$ cat config.mk
export PLATFORM = sky130hd
export DESIGN_NAME = ir_dry_wet_mixer
export DESIGN_NICKNAME = d
export VERILOG_FILES = /design/src/rtl/mix_pkg.sv /design/src/rtl/mix_align_fifo.sv /design/src/rtl/ir_dry_wet_mixer.sv
export SDC_FILE = /design/constraint.sdc
export NUM_CORES = 2
export LEC_CHECK = 0
export ABC_AREA = 1
export BUFFER_PORTS_ARGS = -buffer_cell sky130_fd_sc_hd__buf_4
export CORE_MARGIN = 5
export CORE_UTILIZATION = 30
export DETAILED_ROUTE_END_ITERATION = 8
export PLACE_DENSITY = 0.53
export SLEW_MARGIN = 20
export SYNTH_ARGS = -nofsm -noshare
export SYNTH_HDL_FRONTEND = slang
export SYNTH_SLANG_ARGS = --single-unit
$ cat constraint.sdc
create_clock -name clk -period 6.3 [get_ports clk]
set_clock_uncertainty 0.1 [all_clocks]
set_input_delay 1.575 -clock clk [delete_from_list [all_inputs] [get_ports clk]]
set_output_delay 1.575 -clock clk [all_outputs]
set_load 0.05 [all_outputs]
$ cat src/rtl/mix_pkg.sv
// Shared fixed-point types, saturation limits and helpers for the IR dry/wet mixer.
package mix_pkg;

    localparam int fxp_size  = 16;
    localparam int frac_size = 12;

    typedef logic signed [fxp_size-1:0]   sample_t;
    typedef logic signed [2*fxp_size-1:0] prod_t;
    typedef logic signed [2*fxp_size:0]   acc_t;
    typedef logic signed [fxp_size:0]     gdiff_t;

    localparam sample_t SAT_MAX = sample_t'((1 << (fxp_size-1)) - 1);
    localparam sample_t SAT_MIN = sample_t'(-(1 << (fxp_size-1)));

    typedef struct packed {
        sample_t data;
        logic    clip;
    } sat_res_t;

    // Arithmetic shift floors toward -inf before the range clamp.
    function automatic sat_res_t sat_shift(acc_t acc);
        acc_t     shifted;
        sat_res_t res;
        shifted = acc >>> frac_size;
        if (shifted > acc_t'(SAT_MAX)) begin
            res.data = SAT_MAX;
            res.clip = 1'b1;
        end else if (shifted < acc_t'(SAT_MIN)) begin
            res.data = SAT_MIN;
            res.clip = 1'b1;
        end else begin
            res.data = shifted[fxp_size-1:0];
            res.clip = 1'b0;
        end
        return res;
    endfunction

    function automatic sample_t ramp_toward(sample_t cur, sample_t tgt, sample_t step);
        gdiff_t  diff;
        sample_t nxt;
        diff = gdiff_t'(tgt) - gdiff_t'(cur);
        if (diff > gdiff_t'(step)) begin
            nxt = cur + step;
        end else if (diff < -gdiff_t'(step)) begin
            nxt = cur - step;
        end else begin
            nxt = tgt;
        end
        return nxt;
    endfunction

endpackage

$ cat src/rtl/mix_align_fifo.sv
// Circular FIFO that holds dry samples until their matching wet sample arrives.
module mix_align_fifo
    import mix_pkg::*;
#(
    parameter  int DEPTH = 8,
    localparam int PTR_W = $clog2(DEPTH),
    localparam int CNT_W = PTR_W + 1
) (
    input  logic                       clk,
    input  logic                       rst,
    input  logic                       push_i,
    input  logic                       pop_i,
    input  logic signed [fxp_size-1:0] wrData_i,
    output logic signed [fxp_size-1:0] rdData_o,
    output logic                       empty_o,
    output logic                       full_o,
    output logic                       drop_o,
    output logic [CNT_W-1:0]           count_o
);

    sample_t          mem [DEPTH];
    logic [PTR_W-1:0] wrPtr_q;
    logic [PTR_W-1:0] rdPtr_q;
    logic [CNT_W-1:0] count_q;
    logic             doPush;
    logic             doPop;

    // A pop frees a slot in the same cycle, so a full FIFO still accepts a push alongside it.
    assign empty_o  = (count_q == '0);
    assign full_o   = (count_q == CNT_W'(DEPTH));
    assign doPop    = pop_i && !empty_o;
    assign doPush   = push_i && (!full_o || doPop);
    assign drop_o   = push_i && !doPush;
    assign rdData_o = mem[rdPtr_q];
    assign count_o  = count_q;

    always_ff @(posedge clk or negedge rst) begin
        if (!rst) begin
            wrPtr_q <= '0;
            rdPtr_q <= '0;
            count_q <= '0;
        end else begin
            if (doPush) begin
                wrPtr_q <= wrPtr_q + PTR_W'(1);
            end
            if (doPop) begin
                rdPtr_q <= rdPtr_q + PTR_W'(1);
            end
            count_q <= count_q + CNT_W'(doPush) - CNT_W'(doPop);
        end
    end

    always_ff @(posedge clk) begin
        if (doPush) begin
            mem[wrPtr_q] <= wrData_i;
        end
    end

endmodule

$ cat src/rtl/ir_dry_wet_mixer.sv
// Dry/wet mixer behind the IR convolution reverb: o = sat(dry*dry_gain + wet*wet_gain).
// Defining MIX_GAIN_RAMP_EN slews the effective gains toward their targets by ramp_step per wet sample.
module ir_dry_wet_mixer
    import mix_pkg::*;
#(
    parameter int fifo_depth = 8
`ifdef MIX_GAIN_RAMP_EN
    , parameter int ramp_step = 16
`endif
) (
    input  logic                       clk,
    input  logic                       rst,
    input  logic signed [fxp_size-1:0] i_dry_data,
    input  logic                       i_dry_valid,
    input  logic signed [fxp_size-1:0] i_wet_data,
    input  logic                       i_wet_valid,
    input  logic signed [fxp_size-1:0] i_dry_gain,
    input  logic signed [fxp_size-1:0] i_wet_gain,
    output logic signed [fxp_size-1:0] o_data,
    output logic                       o_valid,
    output logic                       o_clip,
    output logic                       o_overflow,
    output logic                       o_underflow
);

    localparam int CNT_W = $clog2(fifo_depth) + 1;

    sample_t          fifoRdData;
    logic             fifoEmpty;
    logic             fifoFull;
    logic             fifoDrop;
    logic [CNT_W-1:0] fifoCount;

    sample_t  dryGain_d;
    sample_t  wetGain_d;
    sample_t  dryGain_q;
    sample_t  wetGain_q;
    sample_t  dryOp_q;
    sample_t  wetOp_q;
    logic     s0Valid_q;
    prod_t    dryProd_q;
    prod_t    wetProd_q;
    logic     s1Valid_q;
    acc_t     accSum;
    sat_res_t satRes;
    sample_t  data_q;
    logic     valid_q;
    logic     clip_q;
    logic     overflow_q;
    logic     underflow_q;

    mix_align_fifo #(
        .DEPTH(fifo_depth)
    ) alignFifo (
        .clk     (clk),
        .rst     (rst),
        .push_i  (i_dry_valid),
        .pop_i   (i_wet_valid),
        .wrData_i(i_dry_data),
        .rdData_o(fifoRdData),
        .empty_o (fifoEmpty),
        .full_o  (fifoFull),
        .drop_o  (fifoDrop),
        .count_o (fifoCount)
    );

    // The gain registers double as the effective gains; the ramp steps them once per wet sample.
`ifdef MIX_GAIN_RAMP_EN
    assign dryGain_d = ramp_toward(dryGain_q, i_dry_gain, sample_t'(ramp_step));
    assign wetGain_d = ramp_toward(wetGain_q, i_wet_gain, sample_t'(ramp_step));
`else
    assign dryGain_d = i_dry_gain;
    assign wetGain_d = i_wet_gain;
`endif

    always_ff @(posedge clk or negedge rst) begin
        if (!rst) begin
            s0Valid_q <= 1'b0;
            dryOp_q   <= '0;
            wetOp_q   <= '0;
            dryGain_q <= '0;
            wetGain_q <= '0;
        end else begin
            s0Valid_q <= i_wet_valid;
            if (i_wet_valid) begin
                dryOp_q   <= fifoEmpty ? '0 : fifoRdData;
                wetOp_q   <= i_wet_data;
                dryGain_q <= dryGain_d;
                wetGain_q <= wetGain_d;
            end
        end
    end

    always_ff @(posedge clk or negedge rst) begin
        if (!rst) begin
            s1Valid_q <= 1'b0;
            dryProd_q <= '0;
            wetProd_q <= '0;
        end else begin
            s1Valid_q <= s0Valid_q;
            dryProd_q <= prod_t'(dryOp_q) * prod_t'(dryGain_q);
            wetProd_q <= prod_t'(wetOp_q) * prod_t'(wetGain_q);
        end
    end

    assign accSum = acc_t'(dryProd_q) + acc_t'(wetProd_q);
    assign satRes = sat_shift(accSum);

    always_ff @(posedge clk or negedge rst) begin
        if (!rst) begin
            data_q  <= '0;
            valid_q <= 1'b0;
            clip_q  <= 1'b0;
        end else begin
            valid_q <= s1Valid_q;
            clip_q  <= s1Valid_q && satRes.clip;
            if (s1Valid_q) begin
                data_q <= satRes.data;
            end
        end
    end

    always_ff @(posedge clk or negedge rst) begin
        if (!rst) begin
            overflow_q  <= 1'b0;
            underflow_q <= 1'b0;
        end else begin
            if (fifoDrop) begin
                overflow_q <= 1'b1;
            end
            if (i_wet_valid && fifoEmpty) begin
                underflow_q <= 1'b1;
            end
        end
    end

    assert property (@(posedge clk) disable iff (!rst)
        !(fifoFull && fifoEmpty) && (fifoCount <= CNT_W'(fifo_depth)));

    assign o_data      = data_q;
    assign o_valid     = valid_q;
    assign o_clip      = clip_q;
    assign o_overflow  = overflow_q;
    assign o_underflow = underflow_q;

endmodule

==> impl_results.md <==
- CP required: 6.66 ns
- Mapped Area: 32600 um2
- GPL Wtd Cong: 0.860
- Die height: 340 um
- Cts-stage hold buffer count: 0
- Mapped Nets: 4565
- Yosys top cell area share: 0.322
- Period utilization: 0.959
- N_diodes: 0
- Crit-path most repeated cell: fa_1
- Status: complete, no violations
- H-tree Lvls: 2
- Crit path buffers/inverters: 4
- Nets: 4611
- Placed insts: 5191
- Setup crit end: wetProd_q[27]$_DFF_PN0_
- Arrival time of the worst setup path: 6.40 ns
- Most common cell in the netlist: inv_1
- Largest delay share family, worst path: adder cells
- CP startpoint: wetGain_q[11]$_DFFE_PN0P_
- Worst-margin pin slew: 0.906 ns
- Tot GR Track Use: 0.145
- Global-route wire length before repair: 135000 um
- Pin count of the biggest net entering global routing: 114
- Crit Path Category: flip-flop to flip-flop
- R2R Path Start: wetGain_q[11]$_DFFE_PN0P_
- Final hold vios: 0
- RR Endpoint: wetProd_q[27]$_DFF_PN0_
- Vias in the first global route: 24400
- TNS Setup: 0 ns
- ANT nets after route: 0
- Post-DP Area: 35100 um2
- DP Wirelength: 66500 um
- Post-synthesis sequential area ratio: 0.240
- Synth top area cells: fa_1 32%, dfrtp_1 12%, edfxtp_1 12%
- GRT overflow: 0
- Flops & latches, synth: 288
- Reg2reg setup slack: 0.26 ns
- Largest family of logic cells by synthesized area: adder cells
- Multi-input gate area in the final layout: 20500 um2
- Syn. warnings: 0
- Synth cell count leaders: 965 x inv_1, 925 x nand2_1, 525 x fa_1, 203 x ha_1, 190 x nor2_1
- WP depth: 19
- Syn avg cell area: 8.66 um2
- Synth Flop Type: dfrtp_1
- Post-synthesis async set-or-reset flop share: 0.556
- Slew HR: 0.396
- Via count: 23100
- IO Pins: 88
- Clk pin slew, worst setup/hold paths: 0.06 ns
- Area grow syn2layout: 11.4%
- Crit. End Element: flip-flop
- Final WL: 82700 um
- R2R depth: 19
- Peak Freq: 165 MHz
- Final setup margin: 0.256 ns
- Drt drc: 0
- Synth area leader: fa_1
- Final setup violating endpoints: 0
- Simple-gate share of the synthesized area: 0.146
- Register area: 7870 um2
- Unique masters post-synth: 48
- RSZ-0062 raised after global routing: false
- Die Wd: 340 um
- CTS Buf Count: 36
- Drt first pass iters: 7
- Max cap viols: 0
- Core box area: 108000 um2
- Antenna violations before repair: 1
- Root buffer cell: clkbuf_16
- Mapped Cells: 3769
- Non-Filler Instances: 5257
- Initial Util: 0.301
- Worst-Skew Late Latency: 0.59 ns
- Hold WC Path Type: flip-flop to flip-flop
- Via density: 4.40
- IO buf count: 87
- Compound-gate portion of the synthesized area: 0.0575
- Crit-path max FO: 14
- # fillers: 11300
- Placement Setup Slack: 0.122 ns
- Hold depth: 0
- Adder-cell share of the synthesized area: 0.400
- Crit-path slowest cell: dfrtp_1
- Final min period: 6.04 ns
- Max Buffers Root-to-Sink: 3
- Die ar.: 116000 um2
- Share of layout cells above drive strength 1: 0.0807
- Final number of max-transition violations: 0
- Post-route cell area: 36400 um2
- CTS Sinks: 288
- CP max stage delay: 0.80 ns
- DR WL/cell: 15.7 um
- Row count: 121
- CP Launch Type: flip-flop
- Worst path cell trace: buf_4, nand2_1, fa_1, inv_1, fa_1, fa_1, fa_1, fa_1, inv_1, fa_1, inv_1, ha_1, nand2_1, nor4_1, nand3_1, nand3_1, nand3_1, nand2_1, xor2_1
- Number of synthesized flops with an enable pin: 128
- Initial DRC count: 1204
- Post-synthesis mux area share: 0
- XOR/XNOR share of the synthesized area: 0.0250
- CTS tree: done
[registers in the layout (all words and copies together) (netlist names)]
name               cells
alignFifo.mem        128
dryProd_q             32
wetProd_q             32
dryGain_q             16
dryOp_q               16
o_data                16
wetGain_q             16
wetOp_q               16
alignFifo.count_o      4
alignFifo.rdPtr_q      3
alignFifo.wrPtr_q      3
o_clip                 1
o_overflow             1
o_underflow            1
o_valid                1
s0Valid_q              1
s1Valid_q              1
[through the flow]
step / hold slack, ns / utilization
3_3_place_gp: 0.256 / 0.324
5_1_grt: 0.277 / 0.335
6_report: 0.272 / 0.335
4_1_cts: 0.271 / 0.335
3_5_place_dp: 0.253 / 0.324
2_1_floorplan: 0.231 / -
[layout make-up]
cell class | instances | share of cell area
well taps | 1414 | 0.0487
flip-flops and latches | 288 | 0.216
clock inverters | 23 | 0.00774
inverters | 968 | 0.100
clock buffers | 43 | 0.0261
repair buffers | 176 | 0.0368
multi-input cells | 2345 | 0.564
[timing repair]
action	4_1_cts	5_1_grt
hold endpoints to repair	0	0
setup endpoints to repair	0	11
setup buffers	0	0
gates resized for setup	0	19
[cell usage in the layout, fill, tap and decap left out, types with 22 or more instances in the layout]
master,netlist,routed
nor2_1,190,190
a21oi_1,96,96
clkbuf_16,0,36
o21ai_0,110,110
xor2_1,47,47
o211ai_1,22,22
buf_4,0,174
fa_1,525,523
nand3_1,29,29
inv_1,965,965
nand2_2,24,24
dfrtp_1,160,145
nand2_1,925,925
xnor2_1,46,46
ha_1,203,203
edfxtp_1,128,128
[kinds of logic after synthesis]
family,Yosys count
AO/OA/AOI/OAI,316
XOR/XNOR,93
adder cells (fa/ha/maj),728
buffers and inverters,1136
flip-flops,288
AND/OR/NAND/NOR,1208
[layer usage]
layer  share of wire  track usage  vias to the layer above
met5               0            0                        -
met4           0.018       0.0301                        0
met3           0.041       0.0196                       89
met2            0.47        0.241                      400
met1            0.47        0.205                    11500
li1                -            -                    11200
[how the worst min path moves through the flow]
stage,start,to,slack (ns)
6_report,s0Valid_q$_DFF_PN0_,s1Valid_q$_DFF_PN0_,0.27
2_1_floorplan,s0Valid_q$_DFF_PN0_,s1Valid_q$_DFF_PN0_,0.23
4_1_cts,s0Valid_q$_DFF_PN0_,s1Valid_q$_DFF_PN0_,0.27
3_5_place_dp,s0Valid_q$_DFF_PN0_,s1Valid_q$_DFF_PN0_,0.25
5_1_grt,s0Valid_q$_DFF_PN0_,s1Valid_q$_DFF_PN0_,0.28
3_3_place_gp,s0Valid_q$_DFF_PN0_,s1Valid_q$_DFF_PN0_,0.26
Power is left out: the tool's default activity adds up to more than one toggle a clock period on the data nets, which glitch-free logic cannot reach.
